## src/rtl/rr_grant_sequencer_pkg.sv

```systemverilog
// Shared types, constants and the rotating priority search for the
// round-robin grant sequencer.
package rr_grant_sequencer_pkg;

    localparam int unsigned NUM_REQ = 8;
    localparam int unsigned IDX_W   = 3;

    typedef enum logic [1:0] {
        IDLE  = 2'd0,
        GRANT = 2'd1,
        GAP   = 2'd2
    } state_t;

    typedef struct packed {
        logic             found;
        logic [IDX_W-1:0] idx;
    } pick_t;

    // Walks from the farthest candidate (ptr itself) back to ptr+1, so the
    // requester nearest after ptr is written last and wins.
    function automatic pick_t rr_search(input logic [NUM_REQ-1:0] req,
                                        input logic [IDX_W-1:0]   ptr);
        pick_t            pick;
        logic [IDX_W-1:0] cand;
        pick = '0;
        for (int k = NUM_REQ; k >= 1; k--) begin
            cand = ptr + IDX_W'(k);
            if (req[cand]) begin
                pick.found = 1'b1;
                pick.idx   = cand;
            end
        end
        return pick;
    endfunction

endpackage

```

## src/rtl/rr_grant_sequencer_if.sv

```systemverilog
// Request/grant bundle between the requesting agents (master) and the
// arbiter (slave).
interface rr_grant_sequencer_if;
    import rr_grant_sequencer_pkg::*;

    logic [NUM_REQ-1:0] req;
    logic               done;
    logic [NUM_REQ-1:0] gnt;
    logic [IDX_W-1:0]   gnt_idx;
    logic               gnt_valid;
    logic               timeout;

    modport master (
        output req, done,
        input  gnt, gnt_idx, gnt_valid, timeout
    );

    modport slave (
        input  req, done,
        output gnt, gnt_idx, gnt_valid, timeout
    );

endinterface

```

## src/rtl/rr_grant_sequencer_onehot_dec3to8.sv

```systemverilog
// Combinational 3-to-8 one-hot decoder with enable; all zeros when disabled.
module onehot_dec3to8 (
    input  logic [2:0] idx,
    input  logic       en,
    output logic [7:0] onehot
);

    always_comb begin
        // NOTE: assign a default before any conditional write, otherwise a
        // path that skips the assignment infers a latch.
        onehot = 8'h00;
        if (en) begin
            onehot[idx] = 1'b1;
        end
    end

endmodule

```

## src/rtl/rr_grant_sequencer.sv

```systemverilog
// Eight-way round-robin arbiter with hold-until-release, hold-time watchdog
// and a one-cycle break-before-make gap between owners.
module rr_grant_sequencer
    import rr_grant_sequencer_pkg::*;
#(
    parameter int unsigned MAX_HOLD = 16,
    parameter int unsigned CNT_W    = 8
) (
    input  logic                  clk,
    input  logic                  rst,
    rr_grant_sequencer_if.slave   bus
);

    localparam logic [CNT_W-1:0] HOLD_LAST = CNT_W'(MAX_HOLD - 1);
    localparam logic [CNT_W-1:0] HOLD_SAT  = CNT_W'(MAX_HOLD);

    state_t             state_q,     state_d;
    logic [IDX_W-1:0]   ptr_q,       ptr_d;
    logic [IDX_W-1:0]   gnt_idx_q,   gnt_idx_d;
    logic               gnt_valid_q, gnt_valid_d;
    logic               timeout_q,   timeout_d;
    logic [CNT_W-1:0]   hold_cnt_q,  hold_cnt_d;

    pick_t              pick;
    logic               owner_req;
    logic               wd_fire;
    logic [NUM_REQ-1:0] gnt_vec;

    always_comb begin
        pick      = rr_search(bus.req, ptr_q);
        owner_req = bus.req[gnt_idx_q];
        wd_fire   = (hold_cnt_q == HOLD_LAST);

        state_d     = state_q;
        ptr_d       = ptr_q;
        gnt_idx_d   = gnt_idx_q;
        gnt_valid_d = gnt_valid_q;
        hold_cnt_d  = hold_cnt_q;
        timeout_d   = 1'b0;

        case (state_q)
            IDLE: begin
                if (pick.found) begin
                    gnt_idx_d   = pick.idx;
                    ptr_d       = pick.idx;
                    gnt_valid_d = 1'b1;
                    hold_cnt_d  = '0;
                    state_d     = GRANT;
                end
            end
            GRANT: begin
                if (hold_cnt_q != HOLD_SAT) begin
                    hold_cnt_d = hold_cnt_q + CNT_W'(1);
                end
                if (bus.done || !owner_req || wd_fire) begin
                    gnt_valid_d = 1'b0;
                    state_d     = GAP;
                    // A voluntary release in the same cycle masks the watchdog.
                    timeout_d   = wd_fire && !bus.done && owner_req;
                end
            end
            GAP: begin
                state_d = IDLE;
            end
            default: begin
                gnt_valid_d = 1'b0;
                state_d     = IDLE;
            end
        endcase
    end

    always_ff @(posedge clk or posedge rst) begin
        if (rst) begin
            state_q     <= IDLE;
            ptr_q       <= IDX_W'(NUM_REQ - 1);
            gnt_idx_q   <= '0;
            gnt_valid_q <= 1'b0;
            timeout_q   <= 1'b0;
            hold_cnt_q  <= '0;
        end else begin
            // NOTE: non-blocking assignments so every flop samples the
            // pre-edge values regardless of statement order.
            state_q     <= state_d;
            ptr_q       <= ptr_d;
            gnt_idx_q   <= gnt_idx_d;
            gnt_valid_q <= gnt_valid_d;
            timeout_q   <= timeout_d;
            hold_cnt_q  <= hold_cnt_d;
        end
    end

    onehot_dec3to8 u_dec (
        .idx    (gnt_idx_q),
        .en     (gnt_valid_q),
        .onehot (gnt_vec)
    );

    assign bus.gnt       = gnt_vec;
    assign bus.gnt_idx   = gnt_idx_q;
    assign bus.gnt_valid = gnt_valid_q;
    assign bus.timeout   = timeout_q;

endmodule
```

## src/flat_wrapper.sv

```systemverilog
// flat-port wrapper written by rule: the top's interface ports become plain ports
module rr_grant_sequencer_flat import rr_grant_sequencer_pkg::*;
#(
    parameter int unsigned MAX_HOLD = 16,
    parameter int unsigned CNT_W    = 8
)
  (clk, rst, bus_req, bus_done, bus_gnt, bus_gnt_idx, bus_gnt_valid, bus_timeout);
  rr_grant_sequencer_if bus_i ();
  input  logic clk;
  input  logic rst;
  input wire logic [$bits(bus_i.req)-1:0] bus_req;
  input wire logic [$bits(bus_i.done)-1:0] bus_done;
  output wire logic [$bits(bus_i.gnt)-1:0] bus_gnt;
  output wire logic [$bits(bus_i.gnt_idx)-1:0] bus_gnt_idx;
  output wire logic [$bits(bus_i.gnt_valid)-1:0] bus_gnt_valid;
  output wire logic [$bits(bus_i.timeout)-1:0] bus_timeout;
  assign bus_i.req = bus_req;
  assign bus_i.done = bus_done;
  assign bus_gnt = bus_i.gnt;
  assign bus_gnt_idx = bus_i.gnt_idx;
  assign bus_gnt_valid = bus_i.gnt_valid;
  assign bus_timeout = bus_i.timeout;
  rr_grant_sequencer #(.MAX_HOLD(MAX_HOLD), .CNT_W(CNT_W)) u_core (.clk(clk), .rst(rst), .bus(bus_i));
endmodule
```

## config.mk

```make
export PLATFORM = sky130hd
export DESIGN_NAME = rr_grant_sequencer_flat
export DESIGN_NICKNAME = d
export VERILOG_FILES = /design/src/rtl/rr_grant_sequencer_pkg.sv /design/src/rtl/rr_grant_sequencer_if.sv /design/src/rtl/rr_grant_sequencer_onehot_dec3to8.sv /design/src/rtl/rr_grant_sequencer.sv /design/src/flat_wrapper.sv
export SDC_FILE = /design/constraint.sdc
export NUM_CORES = 1
export LEC_CHECK = 0
export ABC_AREA = 0
export BUFFER_PORTS_ARGS = -buffer_cell sky130_fd_sc_hd__buf_2
export CAP_MARGIN = 10
export CORE_ASPECT_RATIO = 2
export CORE_UTILIZATION = 40
export DETAILED_ROUTE_END_ITERATION = 10
export PLACE_DENSITY = 0.56
export SYNTH_ARGS = -nofsm -noshare
export SYNTH_HDL_FRONTEND = slang
export SYNTH_SLANG_ARGS = --single-unit
```

## constraint.sdc

```tcl
create_clock -name clk -period 4.8 [get_ports clk]
set_clock_uncertainty 0.2 [all_clocks]
set_input_delay 0.96 -clock clk [delete_from_list [all_inputs] [get_ports clk]]
set_output_delay 0.96 -clock clk [all_outputs]
set_load 0.02 [all_outputs]
```

==> impl_summary.txt <==
----------------------------------------------------
[Final layout]
  Area overhead of the layout relative to synthesis ... 6.254%
  Footprint of the multi-input gates ... 1378 sq um
  # diodes ... 0
  Number of fill cells in the layout ... 457
  Area of all sequential standard cells ... 454.2 sq um
  Total Nets Final ... 241
  Share of the core filled with cells ... 0.4411
  Fraction of final layout cells with drive strength greater than 1 ... 0.2489

[Logic synthesis]
  Most frequent cell after synthesis ... sky130_fd_sc_hd__nand2_1
  Area share of the largest cell type after synthesis ... 0.1876
  Synthesis-stage register bit count ... 18
  Syn avg cell area ... 9.349 sq um
  Synth warnings ... 0
  Syn_nets ... 229
  Cells after synthesis ... 214
  Most area-hungry cell type in the Yosys netlist ... sky130_fd_sc_hd__dfrtp_1
  Number of synthesized flops with an enable pin ... 0
  Sequential share of the synthesized area ... 0.2270
  Distinct cell type count of the synthesized netlist ... 55
  Top flip-flop cell by instance count after synthesis ... sky130_fd_sc_hd__dfrtp_1
  Most frequent cells after synthesis ... sky130_fd_sc_hd__nand2_1 (20), sky130_fd_sc_hd__nor2_1 (19), sky130_fd_sc_hd__mux2i_1 (16)
  Top post-synthesis cells by area ... sky130_fd_sc_hd__dfrtp_1 (19%), sky130_fd_sc_hd__mux4_2 (12%), sky130_fd_sc_hd__mux2i_1 (8.0%), sky130_fd_sc_hd__mux4_1 (5.3%), sky130_fd_sc_hd__dfstp_2 (3.9%)
  Share of synthesized registers carrying an async set or reset ... 1.000
  Netlist Area Pre-Place ... 2001 sq um

[Placement]
  Post-place setup slack ... 0.9854 ns
  Post-DP HPWL ... 3945 um
  Last weighted congestion value of the routability-driven placer ... 0.9435
  Buffers added on ports ... 23

[Timing]
  Fin worst setup slack ... 0.9947 ns
  Final period util ... 0.7928
  Number of slew-limit violations in the final report ... 0
  Final Hold Vio Count ... 0
  Slew of the pin with the lowest slew margin ... 0.6980 ns
  Sum of negative setup slack ... 0 ns
  Headroom to the max-slew limit ... 0.5341
  Setup repair after global routing missed its margin ... false
  Fmax ... 0.2628 GHz
  Time the worst path needs with I/O delays and setup ... 3.805 ns
  Final setup violation count ... 0

[Power]
  Combinational Power Share ... 0.740
  Share of total power in sequential cells ... 0.186
  Share of power burned in the clock network ... 0.075
  Sw Pwr ... 858.5 uW
  Sw Ratio ... 0.5037
  Largest vdd supply drop ... 0.5078 mV
  Power per unit of standard cell area ... 801.8 nW/um^2
  Leak Pwr ... 0.0009091 uW
  Total internal power ... 846.0 uW

[Run status]
  Outcome ... finished clean

[Route]
  Vias per cell ... 6.170
  Routed wirelength normalized by instance count ... 17.72 um
  Antenna-violating nets left ... 0
  Initial DRC Count ... 31
  Count of vias placed by the detailed router ... 1740
  Wire length after detailed routing ... 4997 um
  Count of unresolved DRC violations after routing ... 0
  Number of detailed-routing iterations run before antenna repair ... 4

[Global route]
  Pin count of the biggest net entering global routing ... 22
  Wire length of the first global-routing pass ... 8169 um
  Total global routing overflow ... 0
  Global-route total usage across every layer ... 0.2074
  Via count of the first global-routing pass ... 1682
  Number of antenna violations at the first check in global routing ... 0

[CTS]
  Later-pin clock latency in the skew report ... 0.26 ns
  TritonCTS clock tree ... done
  Number of buffers created by CTS ... 3
  Quantity of hold-fixing buffers added after cts ... 0
  Count of buffers added by post-CTS timing repair for setup ... 0
  Clock transition time at the flip-flop clock pins of the worst setup and hold paths ... 0.07 ns
  PostCTS Resize Cnt ... 0
  TritonCTS Sinks ... 18
  CTS Root Buffer Type ... sky130_fd_sc_hd__clkbuf_8
  Number of H-tree levels ... 1
  Max clock buf depth ... 2

[Critical path]
  Critical path's slowest cell ... sky130_fd_sc_hd__dfstp_2
  Maximum fanout encountered on the critical timing path ... 14
  Largest delay share family, worst path ... flip-flops
  Start-to-end type of the worst setup path ... reg2reg
  Buffers plus inverters on the worst setup path ... 1
  Cell-by-cell trace of the critical path ... clkinv_1 > ha_1 > mux4_2 > nor4_1 > a211o_1 > a211oi_1 > o31ai_1 > nand2_1
  Startpoint kind of the worst setup timing path ... flip-flop
  WP data required ... 4.73 ns
  Largest stage delay on the critical path ... 0.72 ns
  Endpoint class of the critical path ... flip-flop
  Crit path arrival time ... 3.74 ns

[Floorplan]
  Die W ... 52.01 um
  Vertical die dimension ... 102.0 um
  I/O pins ... 24
  Effective utilization at floorplan ... 0.4151
  Placeable core region ... 4820 sq um
  Number of rows in the core area ... 36
  Die Footprint ... 5306 sq um

[Min path]
  Class of the most critical hold timing path ... reg2reg

[Flow run]
  # Max-Cap Violations ... 0

----------------------------------------------------
[state kept, by name, summed over array words and instances, names as in the netlist]
name,flops
u_core.bus.gnt_idx,3
u_core.state_q,2
u_core.hold_cnt_q,8
u_core.bus.gnt_valid,1
u_core.bus.timeout,1
u_core.ptr_q,3
[metal layers]
| layer | routed length (um) | share of wire | GRT usage |
|---|---|---|---|
| met5 | 0 | 0 | 0 |
| met4 | 176 | 0.035 | 0.1185 |
| met3 | 128 | 0.026 | 0.01935 |
| met2 | 2904 | 0.58 | 0.3945 |
| met1 | 1787 | 0.36 | 0.2067 |
[logic make-up after synthesis]
kind of cell | count (synthesis) | synth area share
AND/OR/NAND/NOR | 78 | 0.1945
adder cells (fa/ha/maj) | 4 | 0.02502
buffers and inverters | 28 | 0.08442
XOR/XNOR | 7 | 0.03064
multiplexers | 37 | 0.2927
AO/OA/AOI/OAI | 42 | 0.1457
flip-flops | 18 | 0.2270
[power groups by stage]
stage	clock [uW]	sequential [uW]	combinational (uW)
final	127	317	1260
after global routing	135	328	1390
after CTS	129	317	1270
after detailed placement	0	319	1270
after global placement	0	320	1270
after floorplan	0	277	1080
[metrics by stage]
step | hold WS (ns) | cells | total power [uW] | area (sq um)
after floorplan | 0.2774 | 214 | 1361 | 2001
after global placement | 0.3269 | 278 | 1590 | 2071
after detailed placement | 0.3278 | 278 | 1587 | 2071
after CTS | 0.3406 | 282 | 1716 | 2126
after global routing | 0.3644 | 282 | 1849 | 2126
final | 0.3379 | 282 | 1704 | 2126
[cells in the final DEF, fill, tap and decap left out, types with 3 or more instances in the layout]
master | netlist | routed
sky130_fd_sc_hd__clkbuf_8 | 1 | 4
sky130_fd_sc_hd__and2_1 | 3 | 3
sky130_fd_sc_hd__mux4_2 | 11 | 11
sky130_fd_sc_hd__dfrtp_1 | 15 | 15
sky130_fd_sc_hd__mux2i_1 | 16 | 16
sky130_fd_sc_hd__nand3_1 | 7 | 7
sky130_fd_sc_hd__dfstp_2 | 3 | 3
sky130_fd_sc_hd__mux4_1 | 4 | 4
sky130_fd_sc_hd__inv_1 | 8 | 8
sky130_fd_sc_hd__nand4_1 | 3 | 3
sky130_fd_sc_hd__a221oi_1 | 3 | 3
sky130_fd_sc_hd__xor2_1 | 4 | 4
sky130_fd_sc_hd__a211oi_1 | 3 | 3
sky130_fd_sc_hd__o31ai_1 | 3 | 3
sky130_fd_sc_hd__nand2_1 | 20 | 20
sky130_fd_sc_hd__buf_2 | 2 | 23
sky130_fd_sc_hd__o21ai_0 | 6 | 6
sky130_fd_sc_hd__mux2_2 | 4 | 4
sky130_fd_sc_hd__ha_1 | 4 | 4
sky130_fd_sc_hd__a21oi_1 | 11 | 11
sky130_fd_sc_hd__xnor2_1 | 3 | 3
sky130_fd_sc_hd__nor3_1 | 6 | 6
sky130_fd_sc_hd__nor2_1 | 19 | 19
sky130_fd_sc_hd__nand2b_1 | 7 | 7
[final cells by class]
cell class | instances | share of cell area
multi-input cells | 168 | 0.6480
flip-flops and latches | 18 | 0.2137
repair buffers | 25 | 0.06121
well taps | 57 | 0.03355
clock buffers | 4 | 0.02590
inverters | 10 | 0.01766
[worst paths after layout]
kind	cells after the start	from	endpoint	slack [ns]
worst max-delay path	8	u_core.ptr_q[1]$_DFFE_PP1P_	u_core.bus.gnt_idx[1]$_DFFE_PP0P_	0.99
worst min-delay path	1	u_core.state_q[0]$_DFFE_PP0P_	u_core.bus.gnt_valid$_DFFE_PP0P_	0.34
worst max register to register	8	u_core.ptr_q[1]$_DFFE_PP1P_	u_core.bus.gnt_idx[1]$_DFFE_PP0P_	0.99
worst min register to register	1	u_core.state_q[0]$_DFFE_PP0P_	u_core.bus.gnt_valid$_DFFE_PP0P_	0.34
max in group asynchronous	2	rst	u_core.hold_cnt_q[3]$_DFFE_PP0P_	3.36
min in group asynchronous	2	rst	u_core.bus.gnt_valid$_DFFE_PP0P_	0.60
Note: power is estimated with default switching activity, not from simulation.
